<file path="src/rtl/reg_arb_pkg.sv">
// Shared types for the register write arbiter: FSM state encoding.
package reg_arb_pkg;

    localparam int unsigned STATE_W = 2;

    typedef enum logic [STATE_W-1:0] {
        IDLE   = 2'd0,
        GRANT  = 2'd1,
        LOCKED = 2'd2
    } state_e;

endpackage

</file>
<file path="src/rtl/reg_en_dw.sv">
// DW-wide register with synchronous active-high reset and load enable.
module reg_en_dw #(
    parameter int unsigned DW = 8
) (
    input  logic          clk,
    input  logic          rst,
    input  logic          en,
    input  logic [DW-1:0] d,
    output logic [DW-1:0] q
);

    logic [DW-1:0] q_q;

    always_ff @(posedge clk) begin
        if (rst) begin
            q_q <= '0;
        end else if (en) begin
            q_q <= d;
        end
    end

    assign q = q_q;

endmodule

</file>
<file path="src/rtl/reg_wr_arb.sv">
// Round-robin arbiter granting one of N_REQ requesters write access to a
// shared DW-bit register, with optional lock to hold ownership across cycles.
module reg_wr_arb
    import reg_arb_pkg::*;
#(
    parameter int unsigned N_REQ = 4,
    parameter int unsigned DW    = 8
) (
    input  logic                     clk,
    input  logic                     rst,
    input  logic [N_REQ-1:0]         req,
    input  logic [N_REQ-1:0]         lock,
    input  logic [N_REQ*DW-1:0]      wdata,
    output logic [N_REQ-1:0]         gnt,
    output logic [$clog2(N_REQ)-1:0] owner,
    output logic [DW-1:0]            q,
    output logic                     q_vld
);

    localparam int unsigned OW = $clog2(N_REQ);

    state_e           state_q;
    logic [N_REQ-1:0] gnt_q;
    logic [OW-1:0]    owner_q;
    logic [OW-1:0]    ptr_q;
    logic             q_vld_q;

    logic [OW-1:0]    win_d;
    logic             found;
    int unsigned      idx;
    logic             wr_en;
    logic [DW-1:0]    wr_data;

    // Search starts just after the last grantee so it has lowest priority.
    always_comb begin
        win_d = ptr_q;
        found = 1'b0;
        idx   = 0;
        for (int unsigned i = 1; i <= N_REQ; i++) begin
            idx = (32'(ptr_q) + i) % N_REQ;
            if (!found && req[OW'(idx)]) begin
                found = 1'b1;
                win_d = OW'(idx);
            end
        end
    end

    assign wr_en   = !rst && (state_q != IDLE) && req[owner_q];
    assign wr_data = wdata[owner_q*DW +: DW];

    always_ff @(posedge clk) begin
        if (rst) begin
            state_q <= IDLE;
            gnt_q   <= '0;
            owner_q <= '0;
            ptr_q   <= OW'(N_REQ - 1);
            q_vld_q <= 1'b0;
        end else begin
            q_vld_q <= wr_en;
            case (state_q)
                IDLE: begin
                    if (found) begin
                        state_q <= GRANT;
                        gnt_q   <= {{(N_REQ-1){1'b0}}, 1'b1} << win_d;
                        owner_q <= win_d;
                        ptr_q   <= win_d;
                    end
                end
                GRANT, LOCKED: begin
                    if (lock[owner_q]) begin
                        state_q <= LOCKED;
                    end else begin
                        state_q <= IDLE;
                        gnt_q   <= '0;
                    end
                end
                default: begin
                    state_q <= IDLE;
                    gnt_q   <= '0;
                end
            endcase
        end
    end

    reg_en_dw #(
        .DW(DW)
    ) u_reg (
        .clk(clk),
        .rst(rst),
        .en (wr_en),
        .d  (wr_data),
        .q  (q)
    );

    assign gnt   = gnt_q;
    assign owner = owner_q;
    assign q_vld = q_vld_q;

endmodule

</file>
<file path="config.mk">
export PLATFORM = sky130hd
export DESIGN_NAME = reg_wr_arb
export DESIGN_NICKNAME = d
export VERILOG_FILES = /design/src/rtl/reg_arb_pkg.sv /design/src/rtl/reg_en_dw.sv /design/src/rtl/reg_wr_arb.sv
export SDC_FILE = /design/constraint.sdc
export NUM_CORES = 1
export LEC_CHECK = 0
export CAP_MARGIN = 20
export CORE_ASPECT_RATIO = 1.2
export CORE_MARGIN = 3
export CORE_UTILIZATION = 41
export CTS_CLUSTER_DIAMETER = 200
export DETAILED_ROUTE_END_ITERATION = 12
export PLACE_DENSITY_LB_ADDON = 0.12
export SYNTH_ARGS = -nofsm -noshare
export SYNTH_HDL_FRONTEND = slang
export SYNTH_SLANG_ARGS = --single-unit
</file>
<file path="constraint.sdc">
create_clock -name clk -period 5.3 [get_ports clk]
set_clock_uncertainty 0.2 [all_clocks]
set_input_delay 0.795 -clock clk [delete_from_list [all_inputs] [get_ports clk]]
set_output_delay 0.795 -clock clk [all_outputs]
set_load 0.05 [all_outputs]
</file>
Yosys cells after proc, flatten, opt, wreduce, memory -nomap -nowiden
Index checks and enable logic that the tools add are counted.
Storage, ports and cells
  bits in writable memories: 0
  register bits after elaboration: 19
  memories kept: 0
  logic and storage cells: 61
  bits in read-only memories: 0
  bits in latches: 0
  input port bits: 42
  output and inout bits: 15
Cells by class
  mux-type cells: 26
  $mul: 0
  add/sub/neg operators: 4
  reductions and logical operators: 14
  order comparisons: 5
  bitwise operators: 0
  shift-type cells: 2
  equal/unequal tests: 4
  divide/modulo/power cells: 0
Operator list (count)
  32-bit by 6-bit indexed part select with 8-bit output: 1
  2-bit by 3-bit < comparator with 1-bit output (second input constant): 5
  1-bit binary-select mux with 2-bit select: 6
  2-bit 2-to-1 mux: 6
  1-bit 2-to-1 mux: 10
  4-bit 2-to-1 mux: 2
  4-bit case mux with 2 select lines: 1
  1-bit logical AND: 5
  2-bit by 1-bit adder with 2-bit output (second input constant): 2
  2-bit adder (second input constant): 2
  1-bit zero test: 4
  2-bit inequality test (second input constant): 2
  2-bit case mux with 2 select lines: 1
  2-bit AND reduction: 2
  1-bit by 2-bit left shift with 4-bit output (first input constant): 1
  2-bit by 1-bit == test with 1-bit output (second input constant): 1
  2-bit == test (second input constant): 1
  2-bit zero test: 1
  2-bit nonzero test: 1
  2-bit OR reduction: 1

Depth between registers and ports, before layout
Gate-level depths: netlist (run 1).
  depth after elaboration: 16
  mapped depth: 6
  depth with buffers taken out: 5

Hierarchy
From an unflattened synthesis (run 1), not the netlist that was laid out.
Second synthesis, totals
  cells, all modules: 101
  area total of the unflattened synthesis: 1082.3 um^2
Modules (own cells, without submodules)
  reg_wr_arb: cells each 75, area an instance 797.0 um^2, sequential area each 220.2 um^2, instances 1
  reg_en_dw: cells each 26, area an instance 285.3 um^2, sequential area each 160.2 um^2, instances 1

Worst setup path after synthesis (run 1)
Ideal clock, no wire load.
  kind: reg2reg
  start: reg owner_q[1], in the netlist owner[1]
  end: reg gnt_q[0], in the netlist gnt[0]
  path buffers: 1
  setup slack: 3.092 ns
  period minus slack after synthesis: 2.208 ns
  cell stages (with the launch flop): 6
  data required time: 5.008 ns
  data arrival time: 1.915 ns
  setup time: 0.092 ns
  cell sequence: dfxtp_1 > buf_2 > mux4_2 > and2_4 > a211o_1 > o32ai_1
On the way
  cells in the longest elaborated chain, start to end: 4
Ends and longest elaborated chain
  start: declaration: RTL line reg_wr_arb.sv:24  | logic [OW-1:0] owner_q;
  start signal: assignment: RTL line reg_wr_arb.sv:65  | owner_q <= win_d;
  1-bit binary-select mux with 2-bit select: RTL line reg_wr_arb.sv:70  | if (lock[owner_q]) begin
  1-bit 2-to-1 mux (implied by the code): RTL line reg_wr_arb.sv:70
  2-bit inequality test (no line)
  2-bit AND reduction (no line)
  end signal: assignment: RTL line reg_wr_arb.sv:64  | gnt_q <= {{(N_REQ-1){1'b0}}, 1'b1} << win_d;
  end: declaration: RTL line reg_wr_arb.sv:23  | logic [N_REQ-1:0] gnt_q;
Every way passes these cells. The select of a mux whose other input is x is not followed.
A chain may end at the register's enable or synchronous reset.

Final worst setup path (run 1)
  start: reg owner_q[0], in the netlist owner[0]
  end: out owner[0]
RTL lines
  end: declaration: RTL line reg_wr_arb.sv:15  | output logic [$clog2(N_REQ)-1:0] owner,
No word-level cell between the ends.

==> parameters.txt, run 1 <==
Parameter                              Value

Clock network
  Maximum count of clock buffers along a single path ... 2
  Insertion delay to the later sink of the worst-skew pair ... 300 ps
  Reg clk slew, reported paths ... 110 ps
  Post-cts repair resize count ... 0
  CTS sink count ... 19
  Cts-stage hold buffer count ... 0
  H-Tree Level Count ... 1
  Cell at the root of the clock tree ... sky130_fd_sc_hd__clkbuf_4
  Number of buffers inserted during clock tree synthesis ... 3
  Clock tree from TritonCTS ... built
  Number of post-CTS setup repair buffers ... 0

STA
  Maximum clock rate ... 0.329 GHz
  Least-Margin Pin Slew ... 717 ps
  Worst relative slew slack ... 52.1%
  Post-layout minimum cycle time ... 3040 ps
  RSZ-0062 raised after global routing ... false
  Post-route worst hold slack ... 285 ps
  Number of hold violations in the final report ... 0
  Number of slew-limit violations in the final report ... 0
  Final worst path period share ... 57.3%
  Total setup violations reported at the end of the flow ... 0
  Total negative setup slack ... 0 ps

Pwr
  Power Internal ... 299 µW
  Switching Share ... 37.1%
  Worst vdd ir ... 0.224 mV
  Sequential group share of total power ... 39.1%
  Total leakage power ... 0.636 nW
  Part of the total power dissipated in the clock network ... 15.5%
  Pwr per Cell Area ... 288 mW/mm²
  Logic gate share of total power ... 45.4%
  Switching power summed over all nets ... 176 µW

Floorplan
  Full die area ... 0.00319 mm²
  Effective utilization at floorplan ... 44.3%
  Die Wd ... 52.1 µm
  Core area ... 0.00235 mm²
  I/O pin count ... 57
  Die extent in y ... 61.3 µm
  Std cell rows ... 19

Worst setup path
  Sort of element at the end of the critical path ... output port
  Critical path, cell by cell ... clkdlybuf4s50_1
  Critical path arrival ... 2040 ps
  Critical path buffer and inverter count ... 1
  Worst setup path class ... flop to output port
  Highest-delay cell along the critical path ... sky130_fd_sc_hd__clkdlybuf4s50_1
  Category of the worst setup path launch point ... flop
  Largest fanout of any net on the critical path ... 12
  Data required, critical path ... 4300 ps
  Category of cells accounting for the largest share of critical-path delay ... buffers and inverters
  CP peak stage delay ... 930 ps
  FF-to-FF setup slack ... 2830 ps

Cells and area
  Post-synthesis to final-layout area growth ... 57.9%
  Post-route insts no fill ... 185
  Share of post-route cells with drive strength above 1 ... 10.4%
  Number of fill cells ... 184
  Most frequent cells in the layout ... 56 x sky130_fd_sc_hd__clkdlybuf4s50_1, 19 x sky130_fd_sc_hd__dfxtp_1, 13 x sky130_fd_sc_hd__nor2_1
  Most common cell after layout, fill and taps aside ... sky130_fd_sc_hd__clkdlybuf4s50_1
  Finished layout cell area ... 0.00165 mm²
  Final Net Count ... 199
  Antenna cells ... 0

Detailed routing
  Number of DRC markers after the initial detailed-route iteration ... 23
  Via/cell ratio ... 5.50
  Routed wire length ... 2880 µm
  Routed wirelength normalized by instance count ... 15.6 µm
  Drt drc ... 0
  Number of iterations in the first detailed-routing pass ... 4
  DRT antenna net count ... 0
  Total via count after detailed routing ... 1017

Yosys
  Post-synthesis share of cell area spent on full adders, half adders and majority gates ... 2.40%
  Portion of netlist area occupied by mux cells ... 29.3%
  Mean post-synth cell area ... 10.5 µm²
  Cell area after synthesis ... 0.00104 mm²
  Fraction of registers with async set/reset ... 0%
  Syn. warnings ... 0
  Simple-gate portion of the synthesized area ... 16.7%
  Synth top area share ... 36.5%
  Post-synthesis net count ... 143
  Area contributors post-synth ... sky130_fd_sc_hd__dfxtp_1 36%, sky130_fd_sc_hd__mux4_2 22%, sky130_fd_sc_hd__mux2i_1 7.7%
  Cell taking the most area after synthesis ... sky130_fd_sc_hd__dfxtp_1
  Largest family of logic cells by synthesized area ... multiplexers
  Sequential share of the synthesized area ... 36.5%
  Xor/xnor share of the synthesized area ... 0%
  Fraction of the mapped netlist area in compound gates ... 12.0%
  Number of instances in the synthesized netlist ... 99
  Number of unique standard cell types used by synthesis ... 30
  Register bit count reported by yosys ... 19
  EDFF count, synth ... 0
  Post-synth top flop ... sky130_fd_sc_hd__dfxtp_1

Global routing
  Pin count of the biggest net entering global routing ... 18
  Overflow left after global routing ... 0
  Initial antenna violation count ... 0
  Wire length of the first global-routing pass ... 4660 µm
  Aggregate global-route resource usage ... 19.7%
  Via count of the first global-routing pass ... 1041

Place
  Standard cell area after detailed placement ... 0.00162 mm²
  Port bufs ... 56
  Final HPWL from detailed placement ... 2310 µm
  Total instance count after detailed placement ... 181
  Final weighted congestion of routability-driven global placement ... 0.869

Hold path
  Class of the tightest hold or removal check ... flop to flop

Flow run
  Max-capacitance violation count ... 0

Run status
  Result of the run ... completed
cells in the mapped netlist, drive strengths merged (2+ instances only):
master / number
a21oi: 4
nor2: 13
nor2b: 2
dfxtp: 19
nand2b: 3
ha: 2
clkbuf: 2
mux2i: 8
and2: 2
o32ai: 4
o21ai: 2
inv: 3
buf: 3
nand2: 7
mux4: 10
nor4: 2
state kept, by name, indices dropped and copies added, names as in the netlist:
signal and cells:
q_vld 1, gnt 4, owner 2, u_reg.q 8, ptr_q 2, state_q 2
worst reg2reg max path, cell delays in order (launching register included):
cell and delay [ps]:
sky130_fd_sc_hd__dfxtp_1 800, sky130_fd_sc_hd__mux4_2 610, sky130_fd_sc_hd__and2_4 190, sky130_fd_sc_hd__a211o_1 280, sky130_fd_sc_hd__o32ai_1 290
metrics by stage:
stage | worst slack, ps | util (%) | power, mW
2_1_floorplan | 3090 | - | 0.328
3_3_place_gp | 2530 | 68.8 | 0.403
3_5_place_dp | 2470 | 68.8 | 0.407
4_1_cts | 2240 | 70.0 | 0.483
5_1_grt | 2110 | 70.0 | 0.504
6_report | 2260 | 70.0 | 0.475
cell families (layout without fill, tap and decap cells):
| logic type | after synthesis | in the layout |
|---|---|---|
| AO/OA/AOI/OAI | 17 | 17 |
| adder cells (fa/ha/maj) | 2 | 2 |
| flip-flops | 19 | 19 |
| multiplexers | 18 | 18 |
| AND/OR/NAND/NOR | 35 | 35 |
| buffers and inverters | 8 | 63 |
area by class of cell:
class,instances,area [µm²],area share (%)
Sequential cell,19,380,23.1
Inverter,3,11.3,0.683
Multi-Input combinational cell,72,629,38.2
Clock inverter,1,5.00,0.304
Timing Repair Buffer,56,561,34.0
Tap cell,31,38.8,2.35
Clock buffer,3,22.5,1.37
worst paths after layout:
kind,endpoint,start,cells after the start
setup / recovery,owner[0],owner[0]$_SDFFE_PP0P_,1
hold / removal,gnt[0]$_SDFFE_PP0P_,gnt[0]$_SDFFE_PP0P_,2
setup reg to reg,gnt[1]$_SDFFE_PP0P_,owner[0]$_SDFFE_PP0P_,4
hold reg to reg,gnt[0]$_SDFFE_PP0P_,gnt[0]$_SDFFE_PP0P_,2
per-layer routing:
layer | routed length, µm | track usage [%]
met3 | 226 | 5.57
met2 | 1540 | 35.7
met4 | 43 | 8.61
met5 | 0 | 0
met1 | 1080 | 21.3
power groups by stage:
stage	Clock, mW	Combinational (mW)	Sequential (mW)
final	0.0738	0.216	0.186
after floorplan	0	0.101	0.228
after global placement	0	0.213	0.190
after global routing	0.0826	0.231	0.191
after CTS	0.0789	0.218	0.186
after detailed placement	0	0.217	0.190
Power figures use the tool's default switching activity.
==> run 2, diff against run 1 <==
CORE_UTILIZATION = 38   (was 41)
clock period = 2.8 ns   (was 5.3 ns; I/O delays follow)
==> parameters.txt, run 2 (synthesized netlist as in run 1, its figures left out) <==
Parameter                              Value

STA
  Least-Margin Pin Slew ... 514 ps
  Final worst path period share ... 86.2%
  Worst relative slew slack ... 65.4%
  Post-route worst hold slack ... 272 ps
  Number of slew-limit violations in the final report ... 0
  RSZ-0062 raised after global routing ... false
  Total negative setup slack ... 0 ps
  Number of hold violations in the final report ... 0
  Total setup violations reported at the end of the flow ... 0
  Final setup margin ... 386 ps
  Post-layout minimum cycle time ... 2410 ps
  Maximum clock rate ... 0.414 GHz

Floorplan
  I/O pin count ... 57
  Full die area ... 0.00341 mm²
  Die extent in y ... 63.4 µm
  Die Wd ... 53.8 µm
  Std cell rows ... 20
  Core area ... 0.00258 mm²
  Effective utilization at floorplan ... 40.5%

Pwr
  Logic gate share of total power ... 47.7%
  Total leakage power ... 0.653 nW
  Part of the total power dissipated in the clock network ... 14.9%
  Sequential group share of total power ... 37.4%
  Total power after layout ... 905 µW
  Worst vdd ir ... 0.326 mV
  Pwr per Cell Area ... 539 mW/mm²
  Switching power summed over all nets ... 327 µW
  Power Internal ... 577 µW
  Switching Share ... 36.2%

Clock network
  Reg clk slew, reported paths ... 100 ps
  Cell at the root of the clock tree ... sky130_fd_sc_hd__clkbuf_4
  Post-cts repair resize count ... 0
  Cts-stage hold buffer count ... 0
  Number of post-CTS setup repair buffers ... 0
  CTS sink count ... 19
  Maximum count of clock buffers along a single path ... 2
  H-Tree Level Count ... 1
  Clock tree from TritonCTS ... built
  Number of buffers inserted during clock tree synthesis ... 3
  Insertion delay to the later sink of the worst-skew pair ... 290 ps

Worst setup path
  Data required, critical path ... 2180 ps
  Worst reg-to-reg path cell count ... 4
  Critical path arrival ... 1790 ps
  Worst setup path class ... flop to output port
  Critical path buffer and inverter count ... 1
  Highest-delay cell along the critical path ... sky130_fd_sc_hd__clkdlybuf4s50_1
  Category of cells accounting for the largest share of critical-path delay ... buffers and inverters
  Critical path, cell by cell ... clkdlybuf4s50_1
  Category of the worst setup path launch point ... flop
  CP peak stage delay ... 890 ps
  Crit path depth ... 1
  Sort of element at the end of the critical path ... output port
  Largest fanout of any net on the critical path ... 8

Place
  Port bufs ... 56
  Final HPWL from detailed placement ... 2190 µm
  Standard cell area after detailed placement ... 0.00165 mm²
  Setup Slack @ Placement ... 492 ps
  Final weighted congestion of routability-driven global placement ... 0.799

Run status
  Result of the run ... completed

Global routing
  Via count of the first global-routing pass ... 1032
  Aggregate global-route resource usage ... 17.2%
  Wire length of the first global-routing pass ... 4420 µm
  Pin count of the biggest net entering global routing ... 18
  Initial antenna violation count ... 0
  Overflow left after global routing ... 0

Flow run
  Max-capacitance violation count ... 0

Cells and area
  Antenna cells ... 0
  Final Net Count ... 203
  Number of fill cells ... 219
  Post-synthesis to final-layout area growth ... 60.9%
  Most frequent cells in the layout ... 56 x sky130_fd_sc_hd__clkdlybuf4s50_1, 19 x sky130_fd_sc_hd__dfxtp_1, 13 x sky130_fd_sc_hd__nor2_1
  Finished layout cell area ... 0.00168 mm²
  Most common cell after layout, fill and taps aside ... sky130_fd_sc_hd__clkdlybuf4s50_1
  Share of post-route cells with drive strength above 1 ... 12.0%
  Number of flip-flops under the largest register name ... 8

Detailed routing
  Routed wirelength normalized by instance count ... 14.3 µm
  Total via count after detailed routing ... 1000
  DRT antenna net count ... 0
  Via/cell ratio ... 5.24
  Number of iterations in the first detailed-routing pass ... 4
  Routed wire length ... 2740 µm
  Drt drc ... 0
  Number of DRC markers after the initial detailed-route iteration ... 12

Hold path
  Worst Hold Path Cells ... 2
  Class of the tightest hold or removal check ... flop to flop
## run 2: changes by cell type in the layout (fill, tap and decap cells not counted)
cell | previous run | this run
sky130_fd_sc_hd__buf_4 | 0 | 4
sky130_fd_sc_hd__clkbuf_1 | 0 | 1
sky130_fd_sc_hd__clkinv_2 | 1 | 0
## run 2: final cells by class
cell class	instances	area (µm²)	area share, %
clock buffer	4	26.3	1.56
inverter	3	11.3	0.671
multi-input combinational	72	629	37.5
sequential	19	380	22.7
tap	33	41.3	2.46
timing repair buffer	60	591	35.2
## run 2: per-layer routing
metal	vias to the layer above	GRT usage, %	share of wire (%)
met2	42	29.5	50
met5	-	0	0
li1	491	-	-
met4	0	7.03	0.77
met3	2	4.26	10
met1	465	19.5	39
## run 2: worst paths after layout
path,start,endpoint,slack (ps)
hold / removal,gnt[0]$_SDFFE_PP0P_,gnt[0]$_SDFFE_PP0P_,270
hold reg to reg,gnt[0]$_SDFFE_PP0P_,gnt[0]$_SDFFE_PP0P_,270
setup / recovery,owner[0]$_SDFFE_PP0P_,owner[0],390
setup reg to reg,owner[0]$_SDFFE_PP0P_,gnt[1]$_SDFFE_PP0P_,630
## run 2: per-stage QoR
stage	instances	util, %
2_1_floorplan	99	-
3_3_place_gp	187	64.1
3_5_place_dp	187	64.1
4_1_cts	191	65.1
5_1_grt	191	65.1
6_report	191	65.1
## run 2: power by group through the flow
stage | combinational, mW | sequential (mW) | clock, mW
2_1_floorplan | 0.190 | 0.431 | 0
3_3_place_gp | 0.428 | 0.343 | 0
3_5_place_dp | 0.432 | 0.345 | 0
4_1_cts | 0.435 | 0.339 | 0.141
5_1_grt | 0.459 | 0.346 | 0.151
6_report | 0.432 | 0.339 | 0.135
